### src/rtl/proc_run_ctrl.sv
// Run controller for the pipelined RISC-V core.
// Sequences the core reset, counts RUN/DRAIN cycles and retired instructions,
// detects test end through a store to the tohost address, and reports
// pass / fail code / cycle-budget timeout once the run is finished.
// Optional build macro: RUN_CTRL_STALL_WDOG_EN adds a no-retire stall watchdog
// that ends the run with hang=1 after STALL_LIMIT consecutive idle RUN cycles.
module proc_run_ctrl #(
    parameter int unsigned RST_CYCLES   = 4,
    parameter int unsigned MAX_CYCLES   = 100,
    parameter int unsigned DRAIN_CYCLES = 3,
    parameter logic [31:0] TOHOST_ADDR  = 32'h0000_0FFC,
    parameter int unsigned CNT_W        = 32,
    parameter int unsigned STALL_LIMIT  = 16
) (
    input  logic             clk,
    input  logic             rst,
    input  logic             start,
    input  logic             retire_valid,
    input  logic             dmem_we,
    input  logic [31:0]      dmem_addr,
    input  logic [31:0]      dmem_wdata,
    output logic             core_rst,
    output logic             running,
    output logic             done,
    output logic             pass,
    output logic             timeout,
    output logic             hang,
    output logic [30:0]      fail_code,
    output logic [CNT_W-1:0] cycle_count,
    output logic [CNT_W-1:0] instret_count
);

    localparam int unsigned RST_W    = (RST_CYCLES > 1) ? $clog2(RST_CYCLES) : 1;
    localparam int unsigned RST_LAST = RST_CYCLES - 1;
    localparam int unsigned DRN_W    = (DRAIN_CYCLES > 1) ? $clog2(DRAIN_CYCLES) : 1;
    localparam int unsigned DRN_LAST = (DRAIN_CYCLES > 0) ? DRAIN_CYCLES - 1 : 0;

    typedef enum logic [2:0] {
        st_idle,
        st_reset,
        st_run,
        st_drain,
        st_done
    } state_t;

    state_t            state;
    state_t            state_n;
    logic [RST_W-1:0]  rst_cnt;
    logic [DRN_W-1:0]  drain_cnt;
    logic              cap_pass;
    logic [30:0]       cap_fail_code;

    logic              tohost_hit;
    logic              tohost_pass;
    logic              budget_hit;
    logic              pass_n;
    logic              timeout_n;
    logic              hang_n;
    logic [30:0]       fail_code_n;

    assign tohost_hit  = dmem_we && (dmem_addr == TOHOST_ADDR);
    assign tohost_pass = (dmem_wdata == 32'd1);
    assign budget_hit  = (cycle_count == CNT_W'(MAX_CYCLES - 1));

`ifdef RUN_CTRL_STALL_WDOG_EN
    localparam int unsigned STL_W    = (STALL_LIMIT > 1) ? $clog2(STALL_LIMIT) : 1;
    localparam int unsigned STL_LAST = (STALL_LIMIT > 0) ? STALL_LIMIT - 1 : 0;

    logic [STL_W-1:0] stall_cnt;
    logic             stall_hit;

    assign stall_hit = !retire_valid && (stall_cnt == STL_W'(STL_LAST));

    // Consecutive RUN cycles without a retire; idle outside RUN.
    always_ff @(posedge clk) begin
        if (rst || state != st_run || retire_valid) begin
            stall_cnt <= '0;
        end else begin
            stall_cnt <= stall_cnt + STL_W'(1);
        end
    end
`else
    logic [31:0] stall_limit_unused;
    assign stall_limit_unused = 32'(STALL_LIMIT);
`endif

    // State register.
    always_ff @(posedge clk) begin
        if (rst) begin
            state <= st_idle;
        end else begin
            state <= state_n;
        end
    end

    // Next state and the status to publish on entry to DONE (halt > timeout > hang).
    always_comb begin
        state_n     = state;
        pass_n      = 1'b0;
        timeout_n   = 1'b0;
        hang_n      = 1'b0;
        fail_code_n = '0;
        case (state)
            st_idle: begin
                if (start) begin
                    state_n = st_reset;
                end
            end
            st_reset: begin
                if (rst_cnt == RST_W'(RST_LAST)) begin
                    state_n = st_run;
                end
            end
            st_run: begin
                if (tohost_hit) begin
                    state_n     = (DRAIN_CYCLES == 0) ? st_done : st_drain;
                    pass_n      = tohost_pass;
                    fail_code_n = tohost_pass ? 31'd0 : dmem_wdata[31:1];
                end else if (budget_hit) begin
                    state_n   = st_done;
                    timeout_n = 1'b1;
                end
`ifdef RUN_CTRL_STALL_WDOG_EN
                else if (stall_hit) begin
                    state_n = st_done;
                    hang_n  = 1'b1;
                end
`endif
            end
            st_drain: begin
                if (drain_cnt == DRN_W'(DRN_LAST)) begin
                    state_n     = st_done;
                    pass_n      = cap_pass;
                    fail_code_n = cap_fail_code;
                end
            end
            default: begin
                if (start) begin
                    state_n = st_reset;
                end
            end
        endcase
    end

    // Registered outputs, phase counters, halt capture and run counters.
    always_ff @(posedge clk) begin
        if (rst) begin
            core_rst      <= 1'b1;
            running       <= 1'b0;
            done          <= 1'b0;
            pass          <= 1'b0;
            timeout       <= 1'b0;
            hang          <= 1'b0;
            fail_code     <= '0;
            cycle_count   <= '0;
            instret_count <= '0;
            rst_cnt       <= '0;
            drain_cnt     <= '0;
            cap_pass      <= 1'b0;
            cap_fail_code <= '0;
        end else begin
            core_rst  <= !(state_n == st_run || state_n == st_drain);
            running   <= (state_n == st_run || state_n == st_drain);
            done      <= (state_n == st_done);
            rst_cnt   <= (state == st_reset) ? rst_cnt + RST_W'(1) : '0;
            drain_cnt <= (state == st_drain) ? drain_cnt + DRN_W'(1) : '0;

            if (state == st_run && tohost_hit) begin
                cap_pass      <= tohost_pass;
                cap_fail_code <= tohost_pass ? 31'd0 : dmem_wdata[31:1];
            end

            if (state_n == st_reset) begin
                cycle_count   <= '0;
                instret_count <= '0;
            end else if (state == st_run || state == st_drain) begin
                if (cycle_count != '1) begin
                    cycle_count <= cycle_count + CNT_W'(1);
                end
                if (retire_valid && instret_count != '1) begin
                    instret_count <= instret_count + CNT_W'(1);
                end
            end

            if (state_n == st_reset) begin
                pass      <= 1'b0;
                timeout   <= 1'b0;
                hang      <= 1'b0;
                fail_code <= '0;
            end else if (state_n == st_done && state != st_done) begin
                pass      <= pass_n;
                timeout   <= timeout_n;
                hang      <= hang_n;
                fail_code <= fail_code_n;
            end
        end
    end

endmodule

### config.mk
export PLATFORM = sky130hd
export DESIGN_NAME = proc_run_ctrl
export DESIGN_NICKNAME = d
export VERILOG_FILES = /design/src/rtl/proc_run_ctrl.sv
export SDC_FILE = /design/constraint.sdc
export NUM_CORES = 1
export LEC_CHECK = 0
export CORE_MARGIN = 2
export CORE_UTILIZATION = 29
export CTS_BUF_LIST = sky130_fd_sc_hd__clkbuf_4 sky130_fd_sc_hd__clkbuf_8
export DETAILED_ROUTE_END_ITERATION = 6
export GPL_ROUTABILITY_DRIVEN = 1
export GPL_TIMING_DRIVEN = 0
export PLACE_DENSITY = 0.53
export SYNTH_ARGS = -nofsm -noshare
export SYNTH_HDL_FRONTEND = slang
export SYNTH_SLANG_ARGS = --single-unit
### constraint.sdc
create_clock -name clk -period 2.4 [get_ports clk]
set_input_delay 0.36 -clock clk [delete_from_list [all_inputs] [get_ports clk]]
set_output_delay 0.36 -clock clk [all_outputs]
set_load 0.02 [all_outputs]
## Yosys cells after proc, flatten, opt, wreduce, memory -nomap -nowiden

Cells that the tools add are included.

- Output and inout bits: 101
- Logic and storage cells: 62
- Bits in registers: 139
- Input port bits: 69

- Muxes and demuxes: 16
- Bitwise operators: 2
- $add $sub $neg: 4
- Reduce and logical (&&, ||, !) cells: 12
- Eq/ne operators: 15

Operators by type and width:

| kind | count |
|---|---|
| 31-bit two-way mux | 3 |
| 32-bit by 1-bit adder with 32-bit output, second input constant | 2 |
| 32-bit inequality test, second input constant | 2 |
| 31-bit one-hot mux with 2 select lines | 1 |
| 32-bit by 1-bit == test with 1-bit output, second input constant | 1 |
| 32-bit by 12-bit == test with 1-bit output, second input constant | 1 |
| 32-bit by 7-bit == test with 1-bit output, second input constant | 1 |
| 3-bit two-way mux | 5 |
| 3-bit by 2-bit == test with 1-bit output, second input constant | 4 |
| 3-bit one-hot mux with 3 select lines | 1 |
| 3-bit by 1-bit == test with 1-bit output, second input constant | 2 |
| 2-bit OR reduction | 3 |
| 1-bit two-way mux | 5 |
| 2-bit by 1-bit adder with 2-bit output, second input constant | 2 |
| 2-bit == test, second input constant | 2 |
| 1-bit logical AND | 4 |
| 2-bit AND reduction | 2 |
| 3-bit == test, second input constant | 1 |
| 3-bit inequality test, second input constant | 1 |
| 1-bit logical OR | 2 |
| 1-bit NOT | 2 |
| 1-bit one-hot mux with 2 select lines | 1 |
| 1-bit zero test | 1 |

## Longest topological paths before layout

Gate-level depths: netlist of run 1.

- Depth after elaboration: 7
- Mapped depth: 8
- Gate-level depth less buffers: 7

## Worst setup path after synthesis of run 1

Ideal clock, no wire load.

- Path kind: reg2reg
- Start point: register cycle_count[4]
- End point: register cycle_count[31]
- Stages on the path, launching flop included: 7
- Period minus slack after synthesis: 2.529 ns
- Required time: 2.330 ns
- Setup slack: -0.129 ns
- Setup time: 0.070 ns
- Arrival: 2.459 ns
- Cell sequence: dfxtp_1 -> nand4_2 -> or4_1 -> buf_2 -> or4b_4 -> or4_1 -> a21oi_1

- Cells in the longest elaborated chain, start to end: 6

Ends and longest elaborated chain:

| item | RTL line | RTL |
|---|---|---|
| start: declaration | 29 | `output logic [CNT_W-1:0] cycle_count,` |
| start signal: assignment | 178 | `cycle_count <= cycle_count + CNT_W'(1);` |
| 32-bit by 7-bit == test with 1-bit output | 63 | `assign budget_hit = (cycle_count == CNT_W'(MAX_CYCLES - 1));` |
| 3-bit two-way mux | 119 | `end else if (budget_hit) begin` |
| 3-bit two-way mux | 115 | `if (tohost_hit) begin` |
| 3-bit one-hot mux with 3 select lines | 103 | `case (state)` |
| 3-bit by 1-bit == test with 1-bit output | 173 | `if (state_n == st_reset) begin` |
| 2-bit OR reduction (no source line) | -- |  |

Parallel ways exist; a longest one is shown, timed or not.
A chain may end at the register's enable or synchronous reset.

## Final worst setup path of run 1

- Start point: register cycle_count[10]
- End point: register cycle_count[31]

Same word-level chain as after synthesis.

==> flow_metrics.tcl, run 1 <==
set metrics [dict create \
    fin_skew_ns 0.0151 \
    worstHoldStart "drain_cnt[0]$_SDFF_PP0_" \
    cap_violations 0 \
    async_reset_ff_share_pct 0 \
    ys_seq_elements 139 \
    grt_pass1_wl_um 30100 \
    synth_area_leaders "dfxtp_1, nand2_1, a21oi_1" \
    io_buffers 168 \
    fp.coreArea_um2 20300 \
    path_max_fanout 7 \
    drcViolationCount 0 \
    via_count 5998 \
    start_util_pct 29.6 \
    swShare_pct 23.4 \
    critPathSlowestCell "or4_4" \
    crit_chain "nand4_1 -> or4_4 -> buf_6 -> or4b_4 -> or4_1 -> a21oi_1" \
    cp_slowest_stage_delay_ns 0.60 \
    setup_tns_ns -0.0989 \
    max_freq_ghz 0.400 \
    yosys.area.top_type_share_pct 46.3 \
    cp_top_family "simple AND/OR/NAND/NOR gates" \
    reg2reg_depth 6 \
    fillers 2030 \
    final_area_um2 8820 \
    synth.area.mux_share_pct 0.666 \
    p_leak_nw 2.87 \
    pre_cts_ws_ns -0.893 \
    post_drt_via_cell_ratio 5.05 \
    cp_data_arrival_time_ns 2.87 \
    finalCritPeriodShare_pct 104 \
    critPathLaunchType "flop" \
    dieArea_um2 21900 \
    r2r_start "cycle_count[10]$_SDFFE_PP0P_" \
    synth.most_common_cell "dfxtp_1" \
    holdPathStages 1 \
    worst_hold_slack_ns 0.410 \
    hpwl_um 13900 \
    ys_top_cells_by_count "dfxtp_1, nand2_1, a21oi_1" \
    clkPwrFrac_pct 46.0 \
    synth_cell_types 54 \
    synth_ff_type "dfxtp_1" \
    ant_nets 0 \
    synth_compound_area_share_pct 17.7 \
    rsz0062_at_grt "yes" \
    synth_warnings 0 \
    htree_levels 4 \
    diodes 0 \
    worst_pin_slew_ns 0.844 \
    ios 170 \
    worstSkewPairLatency_ns 0.44 \
    drtIter0Drc 311 \
    pwr_density_cell_nw_per_um2 535 \
    status "complete, but fails checks" \
    r2r_end "cycle_count[31]$_SDFFE_PP0P_" \
    violations "setup timing" \
    synth_xor_area_share_pct 2.91 \
    grt_overflow 0 \
    synthAdderAreaFrac_pct 0.832 \
    syn_area_um2 6010 \
    hold_end "drain_cnt[0]$_SDFF_PP0_" \
    cts_max_path_buffers 2 \
    syn_nets 772 \
    p_int_w 0.00362 \
    setup_slack_ns -0.0989 \
    r2r_slack_ns -0.1 \
    die_w_um 148 \
    antenna_found_initial 0 \
    worstSetupPathType "reg2reg" \
    nNetsFinal 978 \
    layout-drive-gt1-share_pct 13.0 \
    area_delta_synth_final_pct 46.8 \
    hold_violations 0 \
    drv_slew 0 \
    cp_num_buf_inv 1 \
    hold_path_class "reg2reg" \
    cts_sinks 139 \
    wirelength_um 19000 \
    grt_start_max_net_pins 17 \
    yosysSeqAreaShare_pct 46.3 \
    wl_per_cell_um 16.0 \
    grt.total_usage_pct 17.2 \
    cts_tree "yes" \
    finish.utilization_pct 43.5 \
    cts_buffers 17 \
    cts.clk_slew.worst_paths_ns 0.08 \
    max_slew_margin_pct 43.2 \
    std_cell_rows 52 \
    place_area_um2 8050 \
    synth_cells 699 \
    combPwrFrac_pct 5.2 \
    p_switching_w 0.00111 \
    seqPwrFrac_pct 48.8 \
    root_buffer "clkbuf_8" \
    drt-pass1-iter-count 5 \
    synth-simple-area-share_pct 28.5 \
    min_period_ns 2.50 \
    setup_viol 1 \
    grt_pass1_vias 5711 \
    peakVddDrop_uv 281 \
    critical_path_required_ns 2.77 \
    synth_top_family_by_area "simple AND/OR/NAND/NOR gates" \
    syn_avg_cell_area_um2 8.60 \
    synth_edf_count 0 \
    endpoint_kind "flop" \
    die_h_um 148 \
    synth.largest_area_cell "dfxtp_1" \
    place.gp.congestion 0.789 \
]
metrics by stage:
stage / std cells / power, W
floorplan: 699 / 0.00243
global placement: 1137 / 0.00260
detailed placement: 1137 / 0.00260
CTS: 1174 / 0.00478
global route: 1188 / 0.00491
finish: 1188 / 0.00472
power groups by stage:
stage,Combinational (W),Sequential [W],Clock (W)
after floorplan,0.0000700,0.00236,0
final,0.000248,0.00230,0.00217
after CTS,0.000247,0.00231,0.00223
after global routing,0.000268,0.00230,0.00234
after detailed placement,0.000239,0.00236,0
after global placement,0.000239,0.00236,0
registers in the layout (all words and copies together) (netlist names):
signal and count:
state 3, drain_cnt 2, running 1, fail_code 31
done 1, rst_cnt 2, cap_fail_code 31, instret_count 32
cycle_count 32, core_rst 1, timeout 1, cap_pass 1
pass 1
layer usage:
layer | routed length (um) | global-route usage (%) | vias up
met2 | 8380 | 26.0 | 190
met3 | 1530 | 6.51 | 14
met4 | 205 | 4.57 | 0
li1 | - | - | 3025
met5 | 0 | 0 | -
met1 | 8850 | 23.2 | 2769
worst register-to-register path: cells and delay by family (launching register included):
family                 cells  cell delay [ns]
DFF                        1             0.38
AOI/OAI and AO/OA          1             0.15
buffers and inverters      1             0.14
and+or+nand+nor            4             1.78
how the worst max path moves through the flow:
stage / from / endpoint / slack, ns / cells after the start
floorplan: cycle_count[6]$_SDFFE_PP0P_ / cycle_count[31]$_SDFFE_PP0P_ / 0.006 / 6
global placement: start / cycle_count[14]$_SDFFE_PP0P_ / -0.83 / 8
detailed placement: start / cycle_count[17]$_SDFFE_PP0P_ / -0.89 / 8
CTS: state[2]$_SDFF_PP0_ / cycle_count[31]$_SDFFE_PP0P_ / -0.15 / 6
global route: cycle_count[12]$_SDFFE_PP0P_ / cycle_count[31]$_SDFFE_PP0P_ / -0.15 / 6
finish: cycle_count[10]$_SDFFE_PP0P_ / cycle_count[31]$_SDFFE_PP0P_ / -0.1 / 6
layout by cell type, fill, tap and decap left out, types with 9 or more instances in the layout:
master,Yosys,routed
clkbuf_8,0,19
nor4_1,27,22
nand4_1,20,20
nand3_1,24,24
or4_1,26,24
or3_1,20,20
dfxtp_1,139,125
inv_1,12,12
a22o_1,32,32
nand2_1,110,110
nor2_1,36,34
clkdlybuf4s50_1,0,168
xnor2_1,20,20
clkbuf_2,0,15
a21oi_1,67,66
buf_4,1,22
o31ai_1,10,9
o21ai_0,25,25
logic make-up after synthesis:
group	after synthesis
muxes	4
xor gates and xnor gates	20
buffers and inverters	46
DFF	139
and+or+nand+nor	319
other	1
AOI/OAI and AO/OA	166
adders and majority gates	4
timing repair:
| action | in CTS | in global routing |
|---|---|---|
| resized for setup | 25 | 46 |
| buffers inserted | 5 | 15 |
| hold buffers | 0 | 0 |
| pin swaps | 4 | 7 |
| setup endpoints to repair | 122 | 118 |
area by class of cell:
class	count	area [um^2]	area share, %
Tap cell	270	338	3.83
Timing Repair Buffer	188	1830	20.8
Multi-Input combinational cell	514	3160	35.8
Inverter	12	45.0	0.510
Sequential cell	139	2820	31.9
Clock buffer	18	248	2.81
Buffer	33	181	2.06
Clock inverter	14	204	2.31
No activity file was read; power rests on OpenSTA's default activity.
==> run 2, diff against run 1 <==
--- a/config.mk
+++ b/config.mk
@@ -6,12 +6,12 @@
 export NUM_CORES = 1
 export LEC_CHECK = 0
 export CORE_MARGIN = 2
-export CORE_UTILIZATION = 29
+export CORE_UTILIZATION = 30
 export CTS_BUF_LIST = sky130_fd_sc_hd__clkbuf_4 sky130_fd_sc_hd__clkbuf_8
 export DETAILED_ROUTE_END_ITERATION = 6
-export GPL_ROUTABILITY_DRIVEN = 1
+export GPL_ROUTABILITY_DRIVEN = 0
 export GPL_TIMING_DRIVEN = 0
-export PLACE_DENSITY = 0.53
+export PLACE_DENSITY = 0.54
 export SYNTH_ARGS = -nofsm -noshare
 export SYNTH_HDL_FRONTEND = slang
 export SYNTH_SLANG_ARGS = --single-unit
==> run 2 against run 1 <==
Effect of this change: the flow still finishes with violations (setup timing); combinational power barely moved; core utilization rose by 1.6 points; hold slack improved by 0.0090 ns; clock skew fell by 0.0018 ns; count of clock-buffer cells in the layout fell by 1; non-clock buffer count fell by 2; first-iteration DRC count rose by 4.5%; critical path depth did not move; total power fell by 0.49%; setup slack improved by 0.085 ns; highest routed layer unchanged.
==> flow_metrics.tcl, run 2 (synthesis gave the netlist of run 1 again) <==
set metrics [dict create \
    status "complete, but fails checks" \
    violations "setup timing" \
    grt_overflow 0 \
    r2r_end "cycle_count[31]$_SDFFE_PP0P_" \
    regArea_um2 2830 \
    endpoint_kind "flop" \
    std_cell_rows 51 \
    multi_input_comb_area_um2 3190 \
    area_delta_synth_final_pct 46.9 \
    reg_top3 "cycle_count x32, instret_count x32" \
    layout-drive-gt1-share_pct 13.3 \
    final_area_um2 8830 \
    finalCritPeriodShare_pct 101 \
    swShare_pct 23.9 \
    grt.total_usage_pct 17.8 \
    post_drt_via_cell_ratio 5.17 \
    final_cell_mix "clkdlybuf4s50_1, dfxtp_1, nand2_1, a21oi_1, nor2_1" \
    hpwl_um 13900 \
    root_buffer "clkbuf_8" \
    r2r_start "cycle_count[14]$_SDFFE_PP0P_" \
    cts_sinks 139 \
    antenna_found_initial 0 \
    cp_data_arrival_time_ns 2.79 \
    cap_violations 0 \
    path_max_fanout 6 \
    clkPwrFrac_pct 45.9 \
    via_count 6101 \
    worstSetupPathType "reg2reg" \
    fillers 1957 \
    total_power_w 0.00470 \
    io_buffers 168 \
    peakVddDrop_uv 323 \
    hold_buffers 0 \
    drtIter0Drc 325 \
    cts_buffers 17 \
    holdPathStages 1 \
    nNetsFinal 976 \
    cts_tree "yes" \
    grt_start_max_net_pins 17 \
    die_h_um 146 \
    grt_pass1_vias 5729 \
    htree_levels 4 \
    layout_commonest_cell "clkdlybuf4s50_1" \
    critPathLaunchType "flop" \
    finish.utilization_pct 45.1 \
    setup_slack_ns -0.0141 \
    min_period_ns 2.41 \
    hold_violations 0 \
    fin_skew_ns 0.0133 \
    critical_path_required_ns 2.78 \
    setup_viol 1 \
    fp.coreArea_um2 19600 \
    worstHoldStart "drain_cnt[0]$_SDFF_PP0_" \
    diodes 0 \
    ant_nets 0 \
    drt-pass1-iter-count 5 \
    p_int_w 0.00358 \
    max_slew_margin_pct 48.2 \
    reg2reg_depth 6 \
    combPwrFrac_pct 5.2 \
    start_util_pct 30.7 \
    grt_pass1_wl_um 30500 \
    wirelength_um 19100 \
    cts_max_path_buffers 2 \
    hold_end "drain_cnt[0]$_SDFF_PP0_" \
    p_leak_nw 2.85 \
    max_freq_ghz 0.414 \
    die_w_um 146 \
    wl_per_cell_um 16.2 \
    worstSkewPairLatency_ns 0.45 \
    cp-startpoint "cycle_count[14]$_SDFFE_PP0P_" \
    dieArea_um2 21200 \
    p_switching_w 0.00112 \
    pwr_density_cell_nw_per_um2 532 \
    drcViolationCount 0 \
    rsz0062_at_grt "yes" \
    r2r_slack_ns -0.01 \
    place_area_um2 8050 \
    seqPwrFrac_pct 48.9 \
    cts.clk_slew.worst_paths_ns 0.09 \
    drv_slew 0 \
    worst_pin_slew_ns 0.771 \
    hold_path_class "reg2reg" \
    ios 170 \
]
[run 2: repair_timing]
item                                    CTS  global route
pin swaps                                 7             7
endpoints found under the hold margin     0             0
gates resized for setup                  35            39
endpoints found under the setup margin  122            90
setup buffers                            12             7
[run 2: through the flow]
| stage | setup slack (ns) | cells | TNS [ns] | hold slack, ns |
|---|---|---|---|---|
| final | -0.0141 | 1181 | -0.0141 | 0.419 |
| after global routing | -0.0843 | 1181 | -0.133 | 0.456 |
| after CTS | 0.000437 | 1175 | 0 | 0.423 |
| after detailed placement | -0.862 | 1132 | -67.13 | 0.405 |
| after global placement | -0.891 | 1132 | -66.83 | 0.404 |
| after floorplan | 0.00561 | 699 | 0 | 0.392 |
[run 2: worst max path at each step]
| stage | to | slack (ns) |
|---|---|---|
| after global routing | cycle_count[31]$_SDFFE_PP0P_ | -0.08 |
| after CTS | cycle_count[31]$_SDFFE_PP0P_ | 0.0004 |
| final | cycle_count[31]$_SDFFE_PP0P_ | -0.01 |
| after detailed placement | cycle_count[14]$_SDFFE_PP0P_ | -0.86 |
| after floorplan | cycle_count[31]$_SDFFE_PP0P_ | 0.006 |
| after global placement | instret_count[16]$_SDFFE_PP0P_ | -0.89 |
[run 2: layer usage]
metal  track usage, %  up-vias  share of wire [%]
li1                 -     3021                  -
met4             4.26        0               0.83
met2             27.5      186                 45
met3             6.36       15                7.9
met1             23.7     2879                 46
met5                0        -                  0
[run 2: cell type report]
type                       count  area share (%)
clock buffer                  17            2.65
clock inverter                15            2.44
inverter                      12           0.510
multi-input combinational    514            36.1
timing repair buffer         187            20.7
buffer                        32            1.87
sequential                   139            32.0
tap                          265            3.75
[run 2: power groups by stage]
stage | clock network, W | logic, W | registers, W
after floorplan | 0 | 0.0000700 | 0.00236
after global placement | 0 | 0.000239 | 0.00236
after detailed placement | 0 | 0.000238 | 0.00236
after CTS | 0.00221 | 0.000245 | 0.00230
after global routing | 0.00233 | 0.000264 | 0.00230
final | 0.00216 | 0.000245 | 0.00230
[run 2: critical path, stage by stage (launching register included)]
cell	delay, ns
dfxtp_4	0.39
nand4_1	0.22
or4_4	0.48
buf_6	0.14
or4b_4	0.57
or4_1	0.41
a21oi_1	0.12
==> run 3, diff against run 2 <==
--- a/config.mk
+++ b/config.mk
@@ -12,6 +12,7 @@
 export GPL_ROUTABILITY_DRIVEN = 0
 export GPL_TIMING_DRIVEN = 0
 export PLACE_DENSITY = 0.54
+export SKIP_LAST_GASP = 1
 export SYNTH_ARGS = -nofsm -noshare
 export SYNTH_HDL_FRONTEND = slang
 export SYNTH_SLANG_ARGS = --single-unit
==> run 3 against run 2 <==
Effect of this change: the flow still finishes with violations (setup timing); critical path type unchanged; highest routed layer unchanged; die area is the same; critical endpoint unchanged; critical path depth stayed put; final cell count grew 0.42%; largest cell class unchanged.
==> flow_metrics.tcl, run 3 (synthesis gave the netlist of run 1 again) <==
set metrics [dict create \
    place_inst 1132 \
    root_buffer "clkbuf_8" \
    area_delta_synth_final_pct 47.0 \
    setup_tns_ns -0.00694 \
    reg_top3 "cycle_count x32, instret_count x32" \
    grt_pass1_wl_um 30500 \
    std_cell_rows 51 \
    ios 170 \
    hold_path_class "reg2reg" \
    pwr_density_cell_nw_per_um2 532 \
    antenna_found_initial 0 \
    hold_violations 0 \
    grt_pass1_vias 5724 \
    cp_num_buf_inv 1 \
    cts.clk_slew.worst_paths_ns 0.09 \
    status "complete, but fails checks" \
    endpoint_kind "flop" \
    dieArea_um2 21200 \
    layout_commonest_cell "clkdlybuf4s50_1" \
    drcViolationCount 0 \
    grt.total_usage_pct 17.8 \
    critical_path_required_ns 2.78 \
    max_slew_margin_pct 47.5 \
    cp_top_family "simple AND/OR/NAND/NOR gates" \
    worst_hold_slack_ns 0.418 \
    cp_data_arrival_time_ns 2.79 \
    final_area_um2 8840 \
    cap_violations 0 \
    nNetsFinal 981 \
    final_cell_mix "clkdlybuf4s50_1, dfxtp_1, nand2_1, a21oi_1, nor2_1" \
    path_max_fanout 6 \
    max_freq_ghz 0.415 \
    worstHoldStart "drain_cnt[0]$_SDFF_PP0_" \
    r2r_start "cycle_count[3]$_SDFFE_PP0P_" \
    cts_max_path_buffers 2 \
    io_buffers 168 \
    min_period_ns 2.41 \
    layoutNonFillerInstCount 1186 \
    fin_skew_ns 0.0126 \
    cp_slowest_stage_delay_ns 0.57 \
    cts_tree "yes" \
    worstSetupPathType "reg2reg" \
    grt_start_max_net_pins 17 \
    crit_chain "nand4_4 -> or4_4 -> buf_6 -> or4b_4 -> or4_1 -> a21oi_1" \
    htree_levels 4 \
    worst_pin_slew_ns 0.780 \
    p_leak_nw 2.85 \
    ant_nets 0 \
    place_area_um2 8050 \
    drt-pass1-iter-count 5 \
    hold_buffers 0 \
    drv_slew 0 \
    die_w_um 146 \
    violations "setup timing" \
    layout-drive-gt1-share_pct 13.5 \
    wl_per_cell_um 16.2 \
    drtIter0Drc 298 \
    fp.coreArea_um2 19600 \
    via_count 6091 \
    die_h_um 146 \
    fillers 1959 \
    peakVddDrop_uv 324 \
    wirelength_um 19200 \
    critPathLaunchType "flop" \
    cts_sinks 139 \
    setup_slack_ns -0.00694 \
    total_power_w 0.00471 \
    r2r_slack_ns -0.007 \
    worstSkewPairLatency_ns 0.46 \
    finalCritPeriodShare_pct 100 \
    post_drt_via_cell_ratio 5.14 \
    cp-startpoint "cycle_count[3]$_SDFFE_PP0P_" \
    critPathSlowestCell "or4b_4" \
    hpwl_um 13900 \
    cts_buffers 17 \
    diodes 0 \
    setup_viol 1 \
    grt_overflow 0 \
    rsz0062_at_grt "yes" \
    start_util_pct 30.7 \
]
==> run 3: cell count changes in the layout (fill, tap and decap cells not counted), sizes merged <==
cell | before | now
buf | 27 | 31
clkbuf | 41 | 42
==> run 3: path summary, 6_finish.rpt <==
| path | cells after the start | end |
|---|---|---|
| setup reg to reg | 6 | cycle_count[31]$_SDFFE_PP0P_ |
| hold / removal | 1 | drain_cnt[0]$_SDFF_PP0_ |
| setup / recovery | 6 | cycle_count[31]$_SDFFE_PP0P_ |
| hold reg to reg | 1 | drain_cnt[0]$_SDFF_PP0_ |
==> run 3: worst register-to-register path: cells and delay by family (launching register included) <==
kind | cells | cell delay (ns)
flops | 1 | 0.40
compound gates | 1 | 0.12
simple gates | 4 | 1.68
buf+inv | 1 | 0.14
==> run 3: power by group <==
group | switching (W) | internal [W] | total [W]
clock | 0.00101 | 0.00115 | 0.00216
sequential | 0.00000250 | 0.00229 | 0.00230
combinational | 0.000116 | 0.000130 | 0.000246
total | 0.00113 | 0.00358 | 0.00471
==> run 3: final cells by class <==
class	instances	area (um^2)	area share, %
multi-input cells	514	3160	35.8
flip-flops and latches	139	2830	32.0
repair buffers	191	1850	21.0
well taps	265	332	3.75
clock buffers	17	234	2.65
clock inverters	15	215	2.43
plain buffers	33	171	1.94
inverters	12	45.0	0.509
==> run 3: routing by layer <==
metal  share of wire (%)  track usage, %  wire length (um)  vias to the layer above
li1                    -               -                 -                     3031
met1                  47            23.7              8940                     2869
met2                  45            27.5              8660                      176
met3                 7.3            6.36              1410                       15
met4                0.82            4.26               158                        0
met5                   0               0                 0                        -
==> run 3: repair_timing <==
action                     CTS  global route
setup endpoints to repair  122            95
pin swaps                    7             6
resized for setup           33            40
buffers inserted            12            11
==> run 3: per-stage QoR <==
step                      setup WS, ns  utilization [%]
after floorplan                0.00561                -
after global placement          -0.891             41.1
after detailed placement        -0.862             41.1
after CTS                      -0.0174             44.3
after global routing           -0.0887             45.1
final                         -0.00694             45.1
